==> config.mk <==
export PLATFORM = sky130hd
export DESIGN_NAME = alu_result_stage_flat
export DESIGN_NICKNAME = d
export VERILOG_FILES = /design/src/rtl/alu_pkg.sv /design/src/rtl/alu_result_stage_if.sv /design/src/rtl/alu_flag_gen.sv /design/src/rtl/alu_result_stage.sv /design/src/flat_wrapper.sv
export SDC_FILE = /design/constraint.sdc
export NUM_CORES = 1
export LEC_CHECK = 0
export CAP_MARGIN = 20
export CORE_MARGIN = 1
export CORE_UTILIZATION = 53
export CTS_BUF_LIST = sky130_fd_sc_hd__clkbuf_16
export CTS_CLUSTER_DIAMETER = 120
export CTS_CLUSTER_SIZE = 10
export DETAILED_ROUTE_END_ITERATION = 6
export MAX_ROUTING_LAYER = met4
export PLACE_DENSITY = 0.95
export SYNTH_ARGS = -nofsm -noshare
export SYNTH_HDL_FRONTEND = slang
export SYNTH_SLANG_ARGS = --single-unit
export TNS_END_PERCENT = 30
==> constraint.sdc <==
create_clock -name clk -period 6.6 [get_ports clk]
set_input_delay 0.66 -clock clk [delete_from_list [all_inputs] [get_ports clk]]
set_output_delay 0.66 -clock clk [all_outputs]
set_load 0.005 [all_outputs]
==> src/rtl/alu_pkg.sv <==
// Shared ALU definitions: op encodings in mux-select order, flag bit
// positions and the result-entry layout used by the result stage.
package alu_pkg;

    localparam int ALU_W = 32;

    typedef enum logic [2:0] {
        OP_ADD = 3'b000,
        OP_SUB = 3'b001,
        OP_AND = 3'b010,
        OP_OR  = 3'b011,
        OP_XOR = 3'b100,
        OP_SLL = 3'b101,
        OP_SRL = 3'b110,
        OP_SLT = 3'b111
    } op_e;

    localparam int FLAG_N = 3;
    localparam int FLAG_Z = 2;
    localparam int FLAG_C = 1;
    localparam int FLAG_V = 0;

    // Result entry at the default datapath width; modules with a different
    // width build the same {data, sel, flags} layout from their own W.
    typedef struct packed {
        logic [ALU_W-1:0] data;
        logic [2:0]       sel;
        logic [3:0]       flags;
    } alu_entry_t;

    // C and V only carry meaning when the adder produced the result.
    function automatic logic isAddSub(input logic [2:0] sel);
        return (sel == OP_ADD) || (sel == OP_SUB);
    endfunction

endpackage

==> src/rtl/alu_result_stage_if.sv <==
// Handshake bundle between the ALU mux, the result stage and writeback.
// The slave modport is the stage's view; master is the surrounding logic.
interface alu_result_stage_if #(
    parameter int W = 32
);
    logic         in_valid;
    logic         in_ready;
    logic [W-1:0] in_data;
    logic [2:0]   in_sel;
    logic         in_carry;
    logic         in_ovf;
    logic         out_valid;
    logic         out_ready;
    logic [W-1:0] out_data;
    logic [2:0]   out_sel;
    logic [3:0]   out_flags;
    logic [3:0]   stat_flags;

    modport slave (
        input  in_valid, in_data, in_sel, in_carry, in_ovf, out_ready,
        output in_ready, out_valid, out_data, out_sel, out_flags, stat_flags
    );

    modport master (
        output in_valid, in_data, in_sel, in_carry, in_ovf, out_ready,
        input  in_ready, out_valid, out_data, out_sel, out_flags, stat_flags
    );
endinterface

==> src/rtl/alu_flag_gen.sv <==
// Combinational N/Z/C/V derivation from a result and the op that made it.
// Kept separate so the branch-compare path can reuse it.
module alu_flag_gen
    import alu_pkg::*;
#(
    parameter int W = 32
) (
    input  logic [W-1:0] i_data,
    input  logic [2:0]   i_sel,
    input  logic         i_carry,
    input  logic         i_ovf,
    output logic [3:0]   o_flags
);

    // Carry and overflow are suppressed unless the adder was selected.
    always_comb begin
        o_flags         = 4'b0000;
        o_flags[FLAG_N] = i_data[W-1];
        o_flags[FLAG_Z] = (i_data == '0);
        o_flags[FLAG_C] = isAddSub(i_sel) & i_carry;
        o_flags[FLAG_V] = isAddSub(i_sel) & i_ovf;
    end

endmodule

==> src/rtl/alu_result_stage.sv <==
// Registered ALU output stage: captures result + flags, presents them to
// writeback through a 2-entry skid buffer, and keeps a sticky status copy
// of the flags of the most recently delivered result.
module alu_result_stage
    import alu_pkg::*;
#(
    parameter int W = 32
) (
    input  logic                  clk,
    input  logic                  rst,
    alu_result_stage_if.slave     bus
);

    typedef struct packed {
        logic [W-1:0] data;
        logic [2:0]   sel;
        logic [3:0]   flags;
    } entry_t;

    entry_t     r_main;
    entry_t     r_skid;
    logic       r_mainValid;
    logic       r_skidValid;
    logic [3:0] r_statFlags;

    logic       w_accept;
    logic       w_deliver;
    logic [3:0] w_newFlags;
    entry_t     w_newEntry;

    alu_flag_gen #(.W(W)) u_flagGen (
        .i_data  (bus.in_data),
        .i_sel   (bus.in_sel),
        .i_carry (bus.in_carry),
        .i_ovf   (bus.in_ovf),
        .o_flags (w_newFlags)
    );

    // in_ready depends only on skid occupancy, so out_ready never reaches it
    // combinationally.
    assign w_accept  = bus.in_valid && !r_skidValid;
    assign w_deliver = r_mainValid && bus.out_ready;

    // Pack the incoming result with its freshly derived flags.
    always_comb begin
        w_newEntry       = '0;
        w_newEntry.data  = bus.in_data;
        w_newEntry.sel   = bus.in_sel;
        w_newEntry.flags = w_newFlags;
    end

    // Skid buffer: main drives the outputs, skid catches the one result that
    // arrives while main is stalled. Order stays FIFO.
    always_ff @(posedge clk or posedge rst) begin
        if (rst) begin
            r_main      <= '0;
            r_skid      <= '0;
            r_mainValid <= 1'b0;
            r_skidValid <= 1'b0;
        end else begin
            if (w_deliver) begin
                if (r_skidValid) begin
                    r_main      <= r_skid;
                    r_skidValid <= 1'b0;
                end else if (!w_accept) begin
                    r_mainValid <= 1'b0;
                end
            end
            if (w_accept) begin
                if (!r_mainValid || w_deliver) begin
                    r_main      <= w_newEntry;
                    r_mainValid <= 1'b1;
                end else begin
                    r_skid      <= w_newEntry;
                    r_skidValid <= 1'b1;
                end
            end
        end
    end

    // Sticky status: remember the flags of whatever writeback just took.
    always_ff @(posedge clk or posedge rst) begin
        if (rst) begin
            r_statFlags <= 4'b0000;
        end else if (w_deliver) begin
            r_statFlags <= r_main.flags;
        end
    end

    assign bus.in_ready   = !r_skidValid;
    assign bus.out_valid  = r_mainValid;
    assign bus.out_data   = r_main.data;
    assign bus.out_sel    = r_main.sel;
    assign bus.out_flags  = r_main.flags;
    assign bus.stat_flags = r_statFlags;

endmodule
==> src/flat_wrapper.sv <==
// flat-port wrapper written by rule: the top's interface ports become plain ports
module alu_result_stage_flat import alu_pkg::*;
#(
    parameter int W = 32
)
  (clk, rst, bus_in_valid, bus_in_data, bus_in_sel, bus_in_carry, bus_in_ovf, bus_out_ready, bus_in_ready, bus_out_valid, bus_out_data, bus_out_sel, bus_out_flags, bus_stat_flags);
  alu_result_stage_if #(.W(W)) bus_i ();
  input  logic clk;
  input  logic rst;
  input wire logic [$bits(bus_i.in_valid)-1:0] bus_in_valid;
  input wire logic [$bits(bus_i.in_data)-1:0] bus_in_data;
  input wire logic [$bits(bus_i.in_sel)-1:0] bus_in_sel;
  input wire logic [$bits(bus_i.in_carry)-1:0] bus_in_carry;
  input wire logic [$bits(bus_i.in_ovf)-1:0] bus_in_ovf;
  input wire logic [$bits(bus_i.out_ready)-1:0] bus_out_ready;
  output wire logic [$bits(bus_i.in_ready)-1:0] bus_in_ready;
  output wire logic [$bits(bus_i.out_valid)-1:0] bus_out_valid;
  output wire logic [$bits(bus_i.out_data)-1:0] bus_out_data;
  output wire logic [$bits(bus_i.out_sel)-1:0] bus_out_sel;
  output wire logic [$bits(bus_i.out_flags)-1:0] bus_out_flags;
  output wire logic [$bits(bus_i.stat_flags)-1:0] bus_stat_flags;
  assign bus_i.in_valid = bus_in_valid;
  assign bus_i.in_data = bus_in_data;
  assign bus_i.in_sel = bus_in_sel;
  assign bus_i.in_carry = bus_in_carry;
  assign bus_i.in_ovf = bus_in_ovf;
  assign bus_i.out_ready = bus_out_ready;
  assign bus_in_ready = bus_i.in_ready;
  assign bus_out_valid = bus_i.out_valid;
  assign bus_out_data = bus_i.out_data;
  assign bus_out_sel = bus_i.out_sel;
  assign bus_out_flags = bus_i.out_flags;
  assign bus_stat_flags = bus_i.stat_flags;
  alu_result_stage #(.W(W)) u_core (.clk(clk), .rst(rst), .bus(bus_i));
endmodule
==> results.yml <==
sta:
  max_freq_ghz: 0.383
  fin_tns_setup_ns: 0
  setup_viol: 0
  period_minus_slack_ns: 2.61
  period_share_pct: 39.6
  hold_viol: 0
  worst_pin_slew_ns: 0.676
  timing.hold.ws_ns: 0.508
  drv_slew: 0
  finClkSkew_ns: 0.00705
  max_slew_margin_pct: 54.9
  rsz0062_at_grt: "no"
synthesis:
  yosysUniqueCellTypes: 25
  syn_area_um2: 3550
  synth_flop_cell: "dfrtp_1"
  yosysWarnings: 0
  yosys_register_bits: 83
  synth_area_leader_cell: "dfrtp_1"
  yosysTopAreaCellShare_pct: 58.5
  synth.avg_cell_area_um2: 12.3
  synthCells: 289
  async_reset_ff_share_pct: 100
  ys_seq_area_share_pct: 58.5
  yosys-top-cells-area: "dfrtp_1, mux2_2, mux2i_1"
  synth_nets: 330
  synth-edff-count: 0
setup_path:
  crit_chain: "clkdlybuf4s50_1 -> and2b_1 -> nor2_4 -> buf_4 -> nor2_1 -> a21o_1"
  critical_path_required_ns: 6.82
  start_kind: "input pin"
  reg2reg_depth: 5
  max_stage_delay_ns: 0.63
  cp_slowest_cell: "clkdlybuf4s50_1"
  end_kind: "flop"
  crit_arrival_ns: 2.83
  timing_worst_setup_path_type: "in -> reg"
  worstPathMaxFanout: 44
die:
  die_y_um: 83.9
  io_pins: 86
  die_w_um: 83.9
  dieArea_um2: 7030
  start_util_pct: 55.3
  rows: 29
  core_um2: 6420
clock_tree:
  root_buffer: "clkbuf_16"
  cts_hold_buf: 0
  cts_setup_buffers: 0
  numCtsBuffers: 9
  cts_htree_levels: 3
  cts.clk_slew.worst_paths_ns: 0.06
  tritoncts: "yes"
  cts.sinks: 83
  clk-insertion-delay-late_ns: 0.33
  post_cts_resize_count: 0
  clk_path_buf_depth: 2
power:
  p_per_area_nw_per_um2: 448
  p_leak_uw: 0.00220
  ir_drop_uv: 232
run:
  maxCapViolCount: 0
route:
  postRouteAntennaNets: 0
  detailedRoute.firstIterationViolations: 244
  avgRoutedWirePerCell_um: 18.1
  drtPass1Iterations: 6
  wl_um: 8220
  drc_errors: 14
  routed_via_density: 5.69
  num_vias: 2581
global_route:
  grt-ovfl-total: 0
  grt_pass1_vias: 2672
  grt_start_max_net_pins: 84
  track_usage_pct: 25.8
  antenna_found_initial: 0
  grt_pass1_wl_um: 13500
finish:
  antennaDiodeCount: 0
  postLayoutCellArea_um2: 4760
  fin_nets: 414
  fin_util_pct: 74.1
  drive_gt1_share_pct: 16.4
  areaGrowthSynthToFinish_pct: 34.0
outcome:
  violations: "DRC"
  outcome: "finished with violations"
worst_hold_path:
  hp-class: "reg -> reg"
  worstHoldPathCells: 1
placement:
  port_buffers: 85
  gp_congestion: 0.734
  place_area_um2: 4420
  place_hpwl_um: 5120
## cell usage after synthesis (4+ instances only)
cell type and number:
dfrtp_1 83, nand2_1 40, mux2_2 39, o21ai_0 38, mux2i_1 37, nor4_1 8
buf_2 5, buf_4 5, nand3_1 5, a21oi_1 4, buf_6 4, nor2_1 4
## area by class of cell
cell class	instances	area, µm²
Fill cell	407	1660
Sequential cell	83	2080
Multi-Input combinational cell	186	1360
Clock buffer	9	225
Timing Repair Buffer	90	928
Inverter	3	12.5
Tap cell	77	96.3
Clock inverter	6	58.8
## per-stage QoR
step,setup slack [ns],total power (µW),instances
floorplan,3.80,1270,289
global placement,3.78,1590,437
detailed placement,3.70,1640,437
CTS,4.03,2140,452
global route,3.83,2260,454
finish,3.99,2130,454
## cells in the final DEF, fill, tap and decap left out, types with 2 or more instances in the layout
cell,synthesis,layout
buf_4,5,3
nand2_1,40,40
o21ai_0,38,38
nor2_1,4,3
mux2_2,39,39
a21oi_1,4,4
clkbuf_16,0,9
nand4_1,2,2
nor4_1,8,8
clkdlybuf4s50_1,0,85
mux2i_1,37,37
nor2_4,0,2
dfrtp_1,83,83
buf_16,0,2
clkinv_2,0,2
nand3_1,5,4
inv_1,3,3
## worst paths after layout
check,to,slack [ns],startpoint
max,u_core.bus.out_flags[2],3.99,bus_out_ready
min,u_core.r_skid[29],0.51,u_core.r_skid[29]
max reg2reg,u_core.bus.out_flags[2],4.47,u_core.bus.out_valid
min reg2reg,u_core.r_skid[29],0.51,u_core.r_skid[29]
max in group asynchronous,u_core.bus.out_data[2],5.27,rst
min in group asynchronous,u_core.r_skid[25],0.74,rst
## state kept, by name (all words and copies together) (netlist names)
| signal | flops |
|---|---|
| u_core.r_skid | 38 |
| u_core.bus.out_data | 32 |
| u_core.bus.out_flags | 4 |
| u_core.bus.stat_flags | 4 |
| u_core.bus.out_sel | 3 |
| u_core.bus.out_valid | 1 |
| u_core.r_skidValid | 1 |
## power breakdown
group | switching [µW] | internal (µW) | total (µW)
clock | 193 | 288 | 481
combinational | 291 | 457 | 749
sequential | 152 | 752 | 904
total | 636 | 1500 | 2130
## worst max-delay path: cells and delay by family
| family | cells | cell delay (ns) |
|---|---|---|
| buf+inv | 2 | 1.11 |
| simple gates | 3 | 0.86 |
| compound gates | 1 | 0.16 |
## routing by layer
layer | GRT usage [%] | wire length [µm]
met1 | 35.1 | 3600
met2 | 38.7 | 4130
met3 | 5.34 | 350
met4 | 8.93 | 137
met5 | - | 0
## cells by family after synthesis
group	after synthesis	share of synthesized area, %
muxes	77	23.1
AOI/OAI and AO/OA	45	6.52
DFF	83	58.5
buffers and inverters	20	3.70
and+or+nand+nor	64	8.21
Note: power is estimated with default switching activity, not from simulation.
